## src/rtl/atm_pkg.sv

```systemverilog
// Shared types and defaults for the ATM transaction arbiter: opcodes, response
// codes, controller states and field widths.
package atm_pkg;

  localparam int unsigned IDX_W       = 4;
  localparam int unsigned AMT_W       = 11;
  localparam int unsigned BAL_W       = 16;
  localparam int unsigned DEF_NUM_ACC = 10;
  localparam int unsigned DEF_MAX_BAL = 2047;

  typedef enum logic [1:0] {
    OP_BALANCE  = 2'd0,
    OP_WITHDRAW = 2'd1,
    OP_TRANSFER = 2'd2,
    OP_ILLEGAL  = 2'd3
  } op_t;

  typedef enum logic [1:0] {
    RSP_OK       = 2'd0,
    RSP_BAD_IDX  = 2'd1,
    RSP_NO_FUNDS = 2'd2,
    RSP_REJECT   = 2'd3
  } rsp_t;

  typedef enum logic [2:0] {
    ST_IDLE,
    ST_RD_SRC,
    ST_CHK_SRC,
    ST_RD_DST,
    ST_CHK_DST,
    ST_WR_SRC,
    ST_WR_DST,
    ST_RESP
  } state_t;

endpackage

```

## src/rtl/atm_txn_arbiter_rr.sv

```systemverilog
// Generic N-way round-robin arbiter: combinational one-hot grant, priority
// pointer advances past the winner whenever update is strobed.
module rr_arbiter #(
  parameter int unsigned N = 2
) (
  input  logic                              clk,
  input  logic                              rst_n,
  input  logic [N-1:0]                      req,
  input  logic                              update,
  output logic [N-1:0]                      grant,
  output logic [((N > 1) ? $clog2(N) : 1)-1:0] grant_idx
);

  localparam int unsigned PW = (N > 1) ? $clog2(N) : 1;

  logic [PW-1:0] ptr;
  logic          found;
  int unsigned   cand;

  always_comb begin
    grant     = '0;
    grant_idx = '0;
    found     = 1'b0;
    cand      = 0;
    for (int unsigned k = 0; k < N; k++) begin
      cand = (32'(ptr) + k) % N;
      if (!found && req[cand]) begin
        found          = 1'b1;
        grant[cand]    = 1'b1;
        grant_idx      = cand[PW-1:0];
      end
    end
  end

  always_ff @(posedge clk or negedge rst_n) begin
    if (!rst_n) begin
      ptr <= '0;
    end else if (update && found) begin
      ptr <= (grant_idx == PW'(N - 1)) ? '0 : grant_idx + 1'b1;
    end
  end

endmodule

```

## src/rtl/atm_txn_arbiter.sv

```systemverilog
// Serialises ATM terminal transactions onto a single-port balance store as
// atomic read-check-write sequences, round-robin between terminals.
module atm_txn_arbiter
  import atm_pkg::*;
#(
  parameter int unsigned N_TERM  = 2,
  parameter int unsigned NUM_ACC = DEF_NUM_ACC,
  parameter int unsigned MAX_BAL = DEF_MAX_BAL
) (
  input  logic                      clk,
  input  logic                      rst_n,
  input  logic [N_TERM-1:0]         req,
  input  logic [2*N_TERM-1:0]       op,
  input  logic [IDX_W*N_TERM-1:0]   src_idx,
  input  logic [IDX_W*N_TERM-1:0]   dst_idx,
  input  logic [AMT_W*N_TERM-1:0]   amount,
  output logic [N_TERM-1:0]         gnt,
  output logic [N_TERM-1:0]         done,
  output logic [1:0]                rsp_code,
  output logic [BAL_W-1:0]          rsp_balance,
  output logic                      mem_en,
  output logic                      mem_we,
  output logic [IDX_W-1:0]          mem_addr,
  output logic [BAL_W-1:0]          mem_wdata,
  input  logic [BAL_W-1:0]          mem_rdata
);

  localparam int unsigned TW = (N_TERM > 1) ? $clog2(N_TERM) : 1;
  localparam logic [IDX_W:0] ACC_LIM = NUM_ACC[IDX_W:0];
  localparam logic [BAL_W:0] BAL_LIM = MAX_BAL[BAL_W:0];

  state_t              state, state_nxt;
  logic [N_TERM-1:0]   arb_grant, cur_gnt;
  logic [TW-1:0]       arb_idx;
  op_t                 cur_op;
  logic [IDX_W-1:0]    cur_src, cur_dst;
  logic [AMT_W-1:0]    cur_amt;
  logic [BAL_W-1:0]    src_bal, dst_bal, amt_ext;
  logic [BAL_W:0]      dst_sum;
  rsp_t                rsp_code_q, early_code;
  logic [BAL_W-1:0]    rsp_bal_q;
  logic                early_err, short_funds, dst_ovf, arb_update;

  assign arb_update = (state == ST_IDLE) && (|req);

  rr_arbiter #(.N(N_TERM)) u_rr (
    .clk       (clk),
    .rst_n     (rst_n),
    .req       (req),
    .update    (arb_update),
    .grant     (arb_grant),
    .grant_idx (arb_idx)
  );

  assign amt_ext     = {{(BAL_W-AMT_W){1'b0}}, cur_amt};
  assign short_funds = amt_ext > mem_rdata;
  assign dst_sum     = {1'b0, mem_rdata} + {1'b0, amt_ext};
  assign dst_ovf     = dst_sum > BAL_LIM;

  // Request checks run in RD_SRC on the latched fields, so a rejected
  // request never strobes the store.
  always_comb begin
    early_err  = 1'b1;
    early_code = RSP_OK;
    if (cur_op == OP_ILLEGAL)                                  early_code = RSP_REJECT;
    else if ({1'b0, cur_src} >= ACC_LIM)                       early_code = RSP_BAD_IDX;
    else if (cur_op == OP_TRANSFER && {1'b0, cur_dst} >= ACC_LIM) early_code = RSP_BAD_IDX;
    else if (cur_op == OP_TRANSFER && cur_dst == cur_src)      early_code = RSP_REJECT;
    else                                                       early_err  = 1'b0;
  end

  always_comb begin
    state_nxt = state;
    mem_en    = 1'b0;
    mem_we    = 1'b0;
    mem_addr  = cur_src;
    mem_wdata = '0;
    unique case (state)
      ST_IDLE:    if (|req) state_nxt = ST_RD_SRC;
      ST_RD_SRC: begin
        mem_en    = !early_err;
        state_nxt = early_err ? ST_RESP : ST_CHK_SRC;
      end
      ST_CHK_SRC: begin
        if (cur_op == OP_BALANCE || short_funds) state_nxt = ST_RESP;
        else if (cur_op == OP_WITHDRAW)          state_nxt = ST_WR_SRC;
        else                                     state_nxt = ST_RD_DST;
      end
      ST_RD_DST: begin
        mem_en    = 1'b1;
        mem_addr  = cur_dst;
        state_nxt = ST_CHK_DST;
      end
      ST_CHK_DST: state_nxt = dst_ovf ? ST_RESP : ST_WR_SRC;
      ST_WR_SRC: begin
        mem_en    = 1'b1;
        mem_we    = 1'b1;
        mem_wdata = src_bal - amt_ext;
        state_nxt = (cur_op == OP_WITHDRAW) ? ST_RESP : ST_WR_DST;
      end
      ST_WR_DST: begin
        mem_en    = 1'b1;
        mem_we    = 1'b1;
        mem_addr  = cur_dst;
        mem_wdata = dst_bal + amt_ext;
        state_nxt = ST_RESP;
      end
      ST_RESP:    state_nxt = ST_IDLE;
      default:    state_nxt = ST_IDLE;
    endcase
  end

  always_ff @(posedge clk or negedge rst_n) begin
    if (!rst_n) begin
      state      <= ST_IDLE;
      cur_gnt    <= '0;
      cur_op     <= OP_BALANCE;
      cur_src    <= '0;
      cur_dst    <= '0;
      cur_amt    <= '0;
      src_bal    <= '0;
      dst_bal    <= '0;
      rsp_code_q <= RSP_OK;
      rsp_bal_q  <= '0;
    end else begin
      state <= state_nxt;
      case (state)
        ST_IDLE: if (|req) begin
          cur_gnt <= arb_grant;
          cur_op  <= op_t'(op[2*arb_idx +: 2]);
          cur_src <= src_idx[IDX_W*arb_idx +: IDX_W];
          cur_dst <= dst_idx[IDX_W*arb_idx +: IDX_W];
          cur_amt <= amount[AMT_W*arb_idx +: AMT_W];
        end
        ST_RD_SRC: if (early_err) begin
          rsp_code_q <= early_code;
          rsp_bal_q  <= '0;
        end
        ST_CHK_SRC: begin
          src_bal   <= mem_rdata;
          rsp_bal_q <= mem_rdata;
          if (cur_op == OP_BALANCE) rsp_code_q <= RSP_OK;
          else if (short_funds)     rsp_code_q <= RSP_NO_FUNDS;
        end
        ST_CHK_DST: begin
          dst_bal <= mem_rdata;
          if (dst_ovf) rsp_code_q <= RSP_REJECT;
        end
        ST_WR_SRC: begin
          rsp_code_q <= RSP_OK;
          rsp_bal_q  <= src_bal - amt_ext;
        end
        default: ;
      endcase
    end
  end

  assign gnt         = (state != ST_IDLE) ? cur_gnt : '0;
  assign done        = (state == ST_RESP) ? cur_gnt : '0;
  assign rsp_code    = rsp_code_q;
  assign rsp_balance = rsp_bal_q;

endmodule
```

## config.mk

```make
export PLATFORM = sky130hd
export DESIGN_NAME = atm_txn_arbiter
export DESIGN_NICKNAME = d
export VERILOG_FILES = /design/src/rtl/atm_pkg.sv /design/src/rtl/atm_txn_arbiter_rr.sv /design/src/rtl/atm_txn_arbiter.sv
export SDC_FILE = /design/constraint.sdc
export NUM_CORES = 1
export LEC_CHECK = 0
export ABC_AREA = 1
export CORE_MARGIN = 3
export CORE_UTILIZATION = 57
export CTS_BUF_LIST = sky130_fd_sc_hd__clkbuf_8 sky130_fd_sc_hd__clkbuf_16
export DETAILED_ROUTE_END_ITERATION = 8
export PLACE_DENSITY = 0.95
export REMOVE_ABC_BUFFERS = 1
export SETUP_SLACK_MARGIN = 0.4
export SLEW_MARGIN = 20
export SYNTH_ARGS = -nofsm -noshare
export SYNTH_HDL_FRONTEND = slang
export SYNTH_SLANG_ARGS = --single-unit
```

## constraint.sdc

```tcl
create_clock -name clk -period 6.2 [get_ports clk]
set_input_delay 1.86 -clock clk [delete_from_list [all_inputs] [get_ports clk]]
set_output_delay 1.86 -clock clk [all_outputs]
set_load 0.02 [all_outputs]
```

Yosys cells after proc, flatten, opt, wreduce, memory -nomap -nowiden
Index checks and enable logic that the tools add are counted.
{"block": "op_classes", "n_addsub": 5, "n_mul": 1, "order_cmp": 8, "eq_ne": 15, "n_shift": 4, "muxes": 43, "n_bitwise": 1, "n_reduce_logical": 22}
{"op": "$pmux 16 s3", "n": 1}
{"op": "$pmux 16 s2", "n": 1}
{"op": "$mux 2", "n": 13}
{"op": "$pmux 3 s8", "n": 1}
{"op": "$shiftx 22x6->11", "n": 1}
{"op": "$add 16x11->17", "n": 1}
{"op": "$gt 17x11->1 const B", "n": 1}
{"op": "$mux 1", "n": 17}
{"op": "$add 16x11->16", "n": 1}
{"op": "$gt 11x16->1", "n": 1}
{"op": "$mux 16", "n": 1}
{"op": "$shiftx 8x4->4", "n": 2}
{"op": "$sub 16x11->16", "n": 1}
{"op": "$eq 3x3->1 const B", "n": 4}
{"op": "$mux 3", "n": 4}
{"op": "$ge 4x4->1 const B", "n": 2}
{"op": "$pmux 2 s4", "n": 1}
{"op": "$logic_and 1x1->1", "n": 7}
{"op": "$eq 3x2->1 const B", "n": 2}
{"op": "$reduce_bool 3->1", "n": 2}
{"op": "$reduce_or 2->1", "n": 3}
{"op": "$mul 4x1->5 const A", "n": 1}
{"op": "$eq 2x2->1 const B", "n": 2}
{"op": "$eq 4x4->1", "n": 1}
{"op": "21 further kinds", "n": 28}
{"block": "word_totals", "regBits": 77, "inputBits": 62, "out_inout_bits": 44, "elab_cells": 110}

Logic depth before layout (Yosys ltp)
Gate-level depths: netlist of run 1.
{"block": "logic_depth", "word_depth": 8, "mapped_depth": 16, "mapped_depth_nobuf": 16}

By module
A second synthesis of run 1 with hierarchy kept.
{"block": "unflattened", "hier_cells": 806, "hier_area_um2": 5734.2}
{"module": "atm_txn_arbiter", "n_inst": 1, "cells_per_inst": 797, "area_per_inst_um2": 5666.7, "seq_area_each_um2": 1901.8}
{"module": "rr_arbiter", "n_inst": 1, "cells_per_inst": 9, "area_per_inst_um2": 67.6, "seq_area_each_um2": 25.0}

Worst setup path before layout of run 1
No wires, ideal clock.
{"block": "synth_path", "kind": "register to output", "startpoint": "register cur_amt[0]", "endpoint": "output port mem_wdata[14]", "arrival_ns": 2.117, "required_ns": 4.340, "path_slack_ns": 2.223, "stages_incl_launch_ff": 11, "path_buffers": 0, "cell_sequence": "dfrtp_1 > ha_1 > inv_1 > fa_1 > o21ai_0 > nand3_1 > nand3_1 > nand2_1 > inv_1 > a21oi_1 > o21ai_0"}
{"block": "synth_via", "elab_chain_cells": 2, "elab_cells_between_ends": 3, "cone_classes": "add/sub (2); mux (1)"}
{"item": "from (decl)", "line_no": "atm_txn_arbiter.sv:37", "rtl": "logic [AMT_W-1:0] cur_amt;"}
{"item": "from (signal assigned)", "line_no": "atm_txn_arbiter.sv:133", "rtl": "cur_amt <= amount[AMT_W*arb_idx +: AMT_W];"}
{"item": "$add 16x11->16 or $sub 16x11->16 (tied branches)", "line_no": "atm_txn_arbiter.sv:105, atm_txn_arbiter.sv:98"}
{"item": "$pmux 16 s2 (*)", "line_no": "atm_txn_arbiter.sv:78", "rtl": "unique case (state)"}
{"item": "to (decl)", "line_no": "atm_txn_arbiter.sv:24", "rtl": "output logic [BAL_W-1:0] mem_wdata,"}
Every way passes the cells marked *; elsewhere a longest branch is shown, timed or not.

Worst setup path in the final report of run 1
{"block": "layout_path", "startpoint": "register cur_amt[1]", "endpoint": "output port mem_wdata[14]"}
The elaborated chain is that of the path after synthesis.

==> results of run 1 <==
==> metal layers <==
layer | vias to the layer above | GRT usage, % | wire length, um
li1 | 2703 | - | -
met1 | 2711 | 40.3 | 6720
met2 | 390 | 55.4 | 8180
met3 | 78 | 6.77 | 1660
met4 | 0 | 15.8 | 742
met5 | - | 0 | 0
==> tightest hold or removal path, stage by stage (launching register included) <==
cell and delay [ns]:
dfrtp_1 0.35, nand2_1 0.05, nand2_1 0.05
==> registers in the layout (all words and copies together) (netlist names), 2 cells and up <==
register and count:
cur_src 4, src_bal 16, rsp_code 2, rsp_balance 16, cur_dst 4, cur_amt 11, cur_gnt 2, state 3
cur_op 2, dst_bal 16
==> cell families after synthesis <==
group                    count (synthesis)  synth area share [%]
AND/OR/NAND/NOR                        341                  26.4
AO/OA/AOI/OAI                          167                  17.0
buffers and inverters                  120                  8.59
flip-flops                              77                  35.6
adder cells (fa/ha/maj)                 47                  11.3
XOR/XNOR                                 7                  1.13
==> cell type report <==
cell class / instances / area [um2]
Sequential cell: 77 / 1930
Tap cell: 126 / 158
Clock buffer: 10 / 138
Fill cell: 672 / 2190
Inverter: 103 / 387
Timing Repair Buffer: 106 / 1060
Clock inverter: 6 / 87.6
Multi-Input combinational cell: 562 / 3030
==> per-stage QoR <==
stage	cell area, um2	power, mW	hold slack (ns)	std cells
3_3_place_gp	6550	3.56	0.460	974
4_1_cts	6780	4.14	0.488	990
2_1_floorplan	5340	2.69	0.445	742
6_report	6780	4.20	0.482	990
3_5_place_dp	6550	3.65	0.468	974
5_1_grt	6780	4.51	0.512	990
==> power by group <==
part | switching, mW | leakage, nW | internal [mW]
Combinational | 1.74 | 2.32 | 1.04
Clock | 0.212 | 0.110 | 0.237
Sequential | 0.215 | 0.947 | 0.755
==> how the worst max path moves through the flow <==
stage               slack (ns)            end
floorplan                 2.22  mem_wdata[14]
global placement          1.67  mem_wdata[14]
detailed placement        1.57  mem_wdata[14]
CTS                       1.15  mem_wdata[14]
global route              0.89  mem_wdata[14]
finish                    1.11  mem_wdata[14]
==> placed cells by master, fill, tap and decap left out, types with 10 or more instances in the layout <==
master / n
nand3_1: 47
nand2_1: 201
inv_1: 97
o22ai_1: 22
o21ai_1: 17
clkbuf_8: 10
dfrtp_1: 77
clkdlybuf4s50_1: 104
ha_1: 44
nand4_1: 14
nor2_1: 59
o21ai_0: 67
a21oi_1: 42
==> metrics.txt, run 1 <==
critical path depth 14; Setup crit start cur_amt[1]; Placement Setup Slack 1.57 ns; CP max-delay cell clkdlybuf4s50_1; DP HPWL 12,600 um; status finished, final reports clean; final core occ 75.6%; worst hold stages 2; HP Class reg2reg; Synth async-reset ratio 100%; number of I/O port buffers 105; min-delay src rsp_code[0]; Yosys reg bits 77; Final #Nets 968; Rows 34; CP Buf/Inv Count 2; fin crit share 82.1%; Ports 106; Worst Setup End Kind primary output; Leakage 3.37 nW; postcts setup bufs 0; Via-to-Cell Ratio 5.94; Final min period 5.09 ns; Slew Limit Fails 0; CP most frequent cell nand2_1; f_max 196 MHz; GPL Wtd Cong 1.01; clk_skew 0.0121 ns; post-cts sizing count 0; R2R Setup Slk 3.80 ns; die height 103 um; most frequent cell after synthesis nand2_1; family with the most delay on the worst path simple AND/OR/NAND/NOR gates; DIE AREA 10,700 um2; EDFF count, synth 0; Max clock buf depth 2; Unique masters post-synth 36; area leader, netlist dfrtp_1; cts hold-fix bufs 0; final hold violations 0; crit start category flop; core area 8980 um2; number of DRC markers in iteration 0 394; P per Cell Area 619 nW/um2; CTS sink cnt 77; setup TNS 0 ns; die width 103 um; Syn Inst Count 759; worst-skew pair later-pin latency 0.37 ns; root buffer cell clkbuf_8; final WL 17,300 um; Hold Path End rsp_code[0]; register area share after synthesis 35.6%; Slew HR 33.3%; crit path kind reg2out; Final setup viols 0; Clock Pin Slew Worst Setup and Hold Paths 0.09 ns; Starting Density 60.3%; most instantiated cells after synthesis nand2_1 (201), inv_1 (97), dfrtp_1 (77); delay of the slowest cell on the worst path 0.63 ns; Worst Tran Pin Value 1.00 ns; GRT Residual Overflow 0; Cell Area, Synth 5420 um2; DRT antenna net count 0; FF-to-FF Start cur_amt[7]; Routed wire per std cell 17.5 um; DRC Markers 0; Setup WS post-layout 1.11 ns; r2r endpoint rsp_code[1]; H-tree depth reported by CTS 3; First-pass DRT Iterations 6; largest net degree at the start of global routing 78; vias in the first global route 5,800; top cell type's share of synthesized area 35.6%; worst path arrival time 3.23 ns; Syn Area/Cell 7.14 um2; antenna fix cells 0; CTS tree built; first-pass GRT wire length 27,300 um; worst-case vdd ir drop 0.328 mV; crit-path max FO 5; max cap viols 0; Synth area leaders dfrtp_1 (36%), nand2_1 (14%), ha_1 (10%); CTS buffer count 9; Critical Path RT 4.34 ns; Cell Chain, Critical Path inv_1 > fa_1 > nand3_1 > nand2_1 > nand2_1 > o211ai_1 > nand2_1 > nand2_1 > nand2_1 > nand2_1 > nand2_1 > nand3_1 > o21ai_0 > clkdlybuf4s50_1; initial antenna violation count 0; share of post-route cells with drive strength above 1 4.40%; Post-synth top flop dfrtp_1; path depth of the worst reg2reg path 12; via count 5,882; RSZ-0062 raised after global routing no; synthesis-to-finish area growth 25.2%; yosys warns 0; GRT Util Overall 33.0%
Power figures use the tool's default switching activity.
==> run 2: changes to the inputs <==
- CORE_UTILIZATION: 57 -> 48
- PLACE_DENSITY: 0.95 -> 0.87
- clock period: 6.2 -> 4.5 ns (I/O delays scaled with it)
==> run 2 against run 1 <==
Effect of this change: clock-buffer cell count increased by 1; first-iteration DRC count decreased by 19%; sequential power increased by 37%; critical path depth unchanged; global-route usage decreased by 7.7 points; hold slack got worse by 0.0057 ns; clock power increased by 63%; sequential cell count unchanged; final area increased by 2.5%; critical path type unchanged; largest cell class unchanged.
==> metrics.txt, run 2 (same netlist as run 1, synthesis figures left out) <==
final WL 15,900 um (-8.3%); register share of total power 22.8% (-0.3 points); Rows 38 (+12%); Worst Tran Pin Value 1.00 ns (+0.00407 ns); R2R Setup Slk 2.29 ns (-1.51 ns); CTS tree built; FF-to-FF Start cur_amt[4]; synthesis-to-finish area growth 28.3%; final hold slack 0.476 ns (-0.00568 ns); clk_skew 0.00845 ns (-0.00364 ns); Clock Pin Slew Worst Setup and Hold Paths 0.06 ns (-0.03 ns); Via-to-Cell Ratio 5.52 (-7.1%); fin crit share 89.1%; First-pass DRT Iterations 6 (unchanged); number of DRC markers in iteration 0 318 (-19%); Switching Power 2.89 mW (+33%); r2r endpoint rsp_code[1]; Critical Path RT 3.15 ns (-1.19 ns); die width 112 um (+8.5%); antenna fix cells 0 (unchanged); largest net degree at the start of global routing 78 (unchanged); max cap viols 0 (unchanged); family with the most delay on the worst path simple AND/OR/NAND/NOR gates; HP Class reg2reg; CP most frequent cell nand2_1; Placed Cells 993 (+2.0%); worst-skew pair later-pin latency 0.34 ns (-0.03 ns); Finished Layout Cells 1,011 (+2.1%); RSZ-0062 raised after global routing yes; Slew Limit Fails 0 (unchanged); P per Cell Area 839 nW/um2 (+35%); f_max 249 MHz; Combinational Power Share 64.6% (-1.6 points); Leakage 3.52 nW (+4.3%); Starting Density 49.5% (-11 points); GRT Residual Overflow 0 (unchanged); CTS sink cnt 77 (unchanged); fill count 988 (+47%); Max clock buf depth 2 (unchanged); worst-case vdd ir drop 0.380 mV (+16%); Net Sw Frac 49.6% (-2.0 points); min-delay src rsp_code[0]; H-tree depth reported by CTS 3 (unchanged); Final min period 4.01 ns; GRT Util Overall 25.2% (-7.7 points); GPL Wtd Cong 0.953 (-5.5%); core area 10,900 um2 (+22%); share of post-route cells with drive strength above 1 6.43% (+2.0 points); DP HPWL 11,700 um (-6.9%); crit path kind reg2out; CP max-delay cell dfrtp_1; die height 112 um (+8.5%); DRT antenna net count 0 (unchanged); cts hold-fix bufs 0 (unchanged); worst hold stages 2 (unchanged); most common cell after layout, fill and taps aside nand2_1; Hold Path End rsp_code[0]; Worst Setup End Kind primary output; crit-path max FO 5 (unchanged); CTS buffer count 9 (unchanged); path depth of the worst reg2reg path 12 (unchanged); delay of the slowest cell on the worst path 0.40 ns (-0.23 ns); DIE AREA 12,600 um2 (+18%); Ports 106 (unchanged); status finished, final reports clean; DRC Markers 0 (unchanged); Final #Nets 976 (+0.83%); number of I/O port buffers 105 (unchanged); Internal 2.94 mW (+44%); Clock power frac 12.5% (+1.8 points); via count 5,582 (-5.1%); final hold violations 0 (unchanged); Routed wire per std cell 15.7 um (-10%); initial antenna violation count 0 (unchanged); worst path arrival time 2.66 ns (-0.57 ns); setup TNS 0 ns (unchanged); root buffer cell clkbuf_16; CP Buf/Inv Count 2 (unchanged); crit start category flop; Final setup viols 0 (unchanged); Slew HR 33.1% (-0.27 points); vias in the first global route 5,523 (-4.8%); Cell Chain, Critical Path inv_1 > ha_1 > a21oi_1 > nand2_1 > nand2_1 > o211ai_1 > nand2_1 > nand2_1 > nand2_1 > nand2_1 > nand2_1 > nand3_1 > o21ai_0 > buf_2; first-pass GRT wire length 25,800 um (-5.2%); commonest non-fill, non-tap cells in the layout nand2_1 (201), inv_1 (98), clkdlybuf4s50_1 (92)
## run 2: changes by cell type in the layout (fill, tap and decap cells not counted), sizes merged
cell / before / now
buf: 2 / 12
bufinv: 2 / 1
clkbuf: 10 / 13
clkdlybuf4s50: 104 / 92
clkinv: 1 / 0
clkinvlp: 2 / 1
dlygate4sd2: 0 / 6
dlymetal6s2s: 0 / 2
inv: 104 / 105
## run 2: final cells by class
| type | instances | area (um2) | area share (%) |
|---|---|---|---|
| well taps | 140 | 175 | 2.52 |
| clock buffers | 11 | 253 | 3.64 |
| flip-flops and latches | 77 | 1930 | 27.7 |
| repair buffers | 114 | 1100 | 15.8 |
| clock inverters | 4 | 41.3 | 0.594 |
| inverters | 103 | 390 | 5.62 |
| multi-input cells | 562 | 3070 | 44.1 |
## run 2: how the worst max path moves through the flow
| stage | cells past startpoint | start | slack (ns) | end |
|---|---|---|---|---|
| 2_1_floorplan | 10 | cur_amt[0] | 1.03 | mem_wdata[14] |
| 3_3_place_gp | 14 | cur_amt[1] | 0.45 | mem_wdata[14] |
| 3_5_place_dp | 14 | cur_amt[1] | 0.37 | mem_wdata[14] |
| 4_1_cts | 14 | cur_amt[1] | 0.27 | mem_wdata[14] |
| 5_1_grt | 14 | cur_amt[3] | 0.30 | mem_wdata[14] |
| 6_report | 14 | cur_amt[3] | 0.49 | mem_wdata[14] |
## run 2: per-layer routing
| metal | GRT usage, % | wire (um) |
|---|---|---|
| met5 | 0 | 0 |
| met4 | 9.21 | 402 |
| met3 | 5.88 | 1100 |
| met2 | 43.3 | 7610 |
| met1 | 31.1 | 6750 |
## run 2: through the flow
| step | utilization (%) | instance area [um2] | power, mW | worst slack [ns] |
|---|---|---|---|---|
| floorplan | - | 5340 | 3.71 | 1.03 |
| global placement | 60.4 | 6610 | 4.91 | 0.451 |
| detailed placement | 60.4 | 6610 | 5.00 | 0.372 |
| CTS | 63.0 | 6890 | 5.73 | 0.272 |
| global route | 63.5 | 6950 | 6.30 | 0.297 |
| finish | 63.5 | 6950 | 5.83 | 0.492 |
## run 2: what timing repair did
action                     in CTS  in global routing
cloned                          0                  0
pin swaps                       0                  3
setup buffers                   0                  3
gates resized for setup        16                 23
setup endpoints to repair      11                 14
## run 2: power groups by stage
| stage | logic, mW | registers [mW] | clock network (mW) |
|---|---|---|---|
| floorplan | 2.36 | 1.35 | 0 |
| global placement | 3.60 | 1.31 | 0 |
| detailed placement | 3.68 | 1.32 | 0 |
| CTS | 3.68 | 1.32 | 0.735 |
| global route | 4.17 | 1.37 | 0.766 |
| finish | 3.76 | 1.33 | 0.731 |
## run 2: worst reg2reg max path: stages, from the launching register on
cell and delay (ns):
dfrtp_1 0.44, ha_1 0.35, inv_1 0.07, nor3_1 0.37
nand2_1 0.10, nand2_1 0.09, nand2_1 0.05, nand2_1 0.06
nand2_1 0.12, a21oi_2 0.20, nand3_1 0.12, nand2_1 0.08
nand2_1 0.05
==> run 3: changes to the inputs <==
- REMOVE_ABC_BUFFERS: 1 -> unset
==> run 3 against run 2 <==
Effect of this change: sequential share of layout area increased by 0.14 points; non-clock buffer count decreased by 4; critical path depth decreased by 2; register-to-register slack about the same; routed wire length about the same; critical endpoint is now mem_wdata[12]; highest routed layer unchanged.
==> metrics.txt, run 3 (same netlist as run 1, synthesis figures left out) <==
worst path arrival time 2.75 ns (+0.09 ns); crit start category flop; family with the most delay on the worst path simple AND/OR/NAND/NOR gates; fill count 941 (-4.8%); Max clock buf depth 2 (unchanged); Combinational Power Share 64.2% (-0.4 points); Finished Layout Cells 1,007 (-0.40%); final hold violations 0 (unchanged); number of DRC markers in iteration 0 371 (+17%); HP Class reg2reg; Final #Nets 972 (-0.41%); Final setup viols 0 (unchanged); DIE AREA 12,600 um2 (unchanged); Slew Limit Fails 0 (unchanged); Switching Power 2.86 mW (-1.1%); Leakage 3.51 nW (-0.23%); DRC Markers 0 (unchanged); Rows 38 (unchanged); share of post-route cells with drive strength above 1 5.77% (-0.66 points); Clock power frac 12.6% (about the same); Placed Cells 992 (-0.10%); Via-to-Cell Ratio 5.47 (-0.97%); CTS tree built; worst hold stages 2 (unchanged); Internal 2.90 mW (-1.3%); Ports 106 (unchanged); commonest non-fill, non-tap cells in the layout nand2_1 (199), inv_1 (97), clkdlybuf4s50_1 (92); vias in the first global route 5,467 (-1.0%); H-tree depth reported by CTS 3 (unchanged); worst-skew pair later-pin latency 0.34 ns (about the same); most common cell after layout, fill and taps aside nand2_1; CP max-delay cell dfrtp_1; Post-Syn Nets 868; Worst Tran Pin Value 0.997 ns (-0.00769 ns); min-delay src rsp_code[1]; synthesis-to-finish area growth 27.6%; Slew HR 33.6% (+0.51 points); initial antenna violation count 0 (unchanged); Clock Pin Slew Worst Setup and Hold Paths 0.06 ns (about the same); fin crit share 91.2% (+2.1 points); GRT Residual Overflow 0 (unchanged); DP HPWL 11,900 um (+1.5%); R2R Setup Slk 2.28 ns (about the same); crit-path max FO 5 (unchanged); Hold Path End rsp_code[1]; via count 5,506 (-1.4%); P per Cell Area 833 nW/um2 (-0.69%); Cell Chain, Critical Path inv_1 > ha_1 > inv_1 > nor3_1 > nand2_1 > o211ai_1 > nand2_2 > o21ai_1 > nand2_1 > nand3_1 > o21ai_0 > clkdlybuf4s15_2; CP Buf/Inv Count 3 (+1); worst-case vdd ir drop 0.355 mV (-6.6%); RSZ-0062 raised after global routing yes; setup TNS 0 ns (unchanged); root buffer cell clkbuf_16; max cap viols 0 (unchanged); GRT Util Overall 25.3% (+0.085 points); die height 112 um (unchanged); Critical Path RT 3.15 ns (about the same); status finished, final reports clean; crit path kind reg2out; register share of total power 23.2% (+0.4 points); Routed wire per std cell 15.7 um (+0.37%); path depth of the worst reg2reg path 11 (-1); CTS sink cnt 77 (unchanged); antenna fix cells 0 (unchanged); clk_skew 0.00998 ns (+0.00153 ns); DRT antenna net count 0 (unchanged); First-pass DRT Iterations 5 (-1); r2r endpoint rsp_balance[12]; Starting Density 49.5% (unchanged); GPL Wtd Cong 0.943 (-1.1%); f_max 244 MHz (-2.3%); Worst Setup End Kind primary output; number of I/O port buffers 105 (unchanged); delay of the slowest cell on the worst path 0.41 ns (about the same); postcts setup bufs 0 (unchanged); Net Sw Frac 49.7% (+0.060 points); Final min period 4.10 ns (+0.0946 ns); FF-to-FF Start cur_amt[4]; first-pass GRT wire length 25,800 um (-0.19%); largest net degree at the start of global routing 78 (unchanged); CTS buffer count 9 (unchanged); core area 10,900 um2 (unchanged); final WL 15,900 um (about the same); die width 112 um (unchanged)
[run 3: cell count changes in the layout (fill, tap and decap cells not counted), sizes merged]
cell,before,now
clkdlybuf4s15,0,1
clkbuf,13,14
dlygate4sd2,6,4
dlymetal6s2s,2,3
buf,12,6
clkinv,0,3
inv,105,103
[run 3: area by class of cell]
cell class | count | area [um2] | share of cell area (%)
flip-flops and latches | 77 | 1930 | 27.9
clock buffers | 10 | 239 | 3.46
inverters | 103 | 390 | 5.65
repair buffers | 110 | 1080 | 15.7
clock inverters | 5 | 52.6 | 0.760
multi-input cells | 562 | 3050 | 44.1
well taps | 140 | 175 | 2.53
[run 3: metrics by stage]
stage	worst slack (ns)	hold WS [ns]	utilization, %	total power [mW]	instance area [um2]
after global placement	0.397	0.459	60.5	4.89	6610
final	0.397	0.469	63.2	5.76	6910
after detailed placement	0.398	0.463	60.5	4.97	6610
after CTS	0.335	0.478	63.0	5.70	6890
after floorplan	1.03	0.444	-	3.76	5420
after global routing	0.207	0.503	63.2	6.26	6910
[run 3: worst min-delay path, cell delays in order (launching register included)]
cell and delay [ns]:
dfrtp_1 0.34, nand2_1 0.05, nand2_1 0.05
[run 3: layer usage]
| metal | vias to the layer above | global-route usage [%] | part of all wire (%) |
|---|---|---|---|
| met5 | - | 0 | 0 |
| met2 | 251 | 41.4 | 46 |
| met3 | 41 | 5.82 | 8.5 |
| met4 | 0 | 10.3 | 2.8 |
| met1 | 2491 | 32.6 | 43 |
| li1 | 2723 | - | - |
[run 3: worst max-delay path by stage]
stage	from	end	slack, ns	depth (start not counted)
final	cur_amt[4]	mem_wdata[12]	0.40	12
after global routing	cur_amt[3]	mem_wdata[12]	0.21	12
after CTS	src_bal[0]	mem_wdata[14]	0.33	16
after detailed placement	cur_amt[0]	mem_wdata[14]	0.40	11
after global placement	cur_amt[0]	mem_wdata[14]	0.40	11
after floorplan	cur_amt[0]	mem_wdata[14]	1.03	10
[run 3: power by group through the flow]
stage                     registers, mW  logic (mW)  clock network (mW)
after floorplan                    1.35        2.41                   0
after global placement             1.31        3.58                   0
after detailed placement           1.32        3.65                   0
after CTS                          1.32        3.65               0.734
after global routing               1.37        4.12               0.765
final                              1.33        3.70               0.727
[run 3: repair_timing]
item	in CTS	in global routing
setup endpoints to repair	9	14
gates resized for setup	14	19
hold buffers	0	0
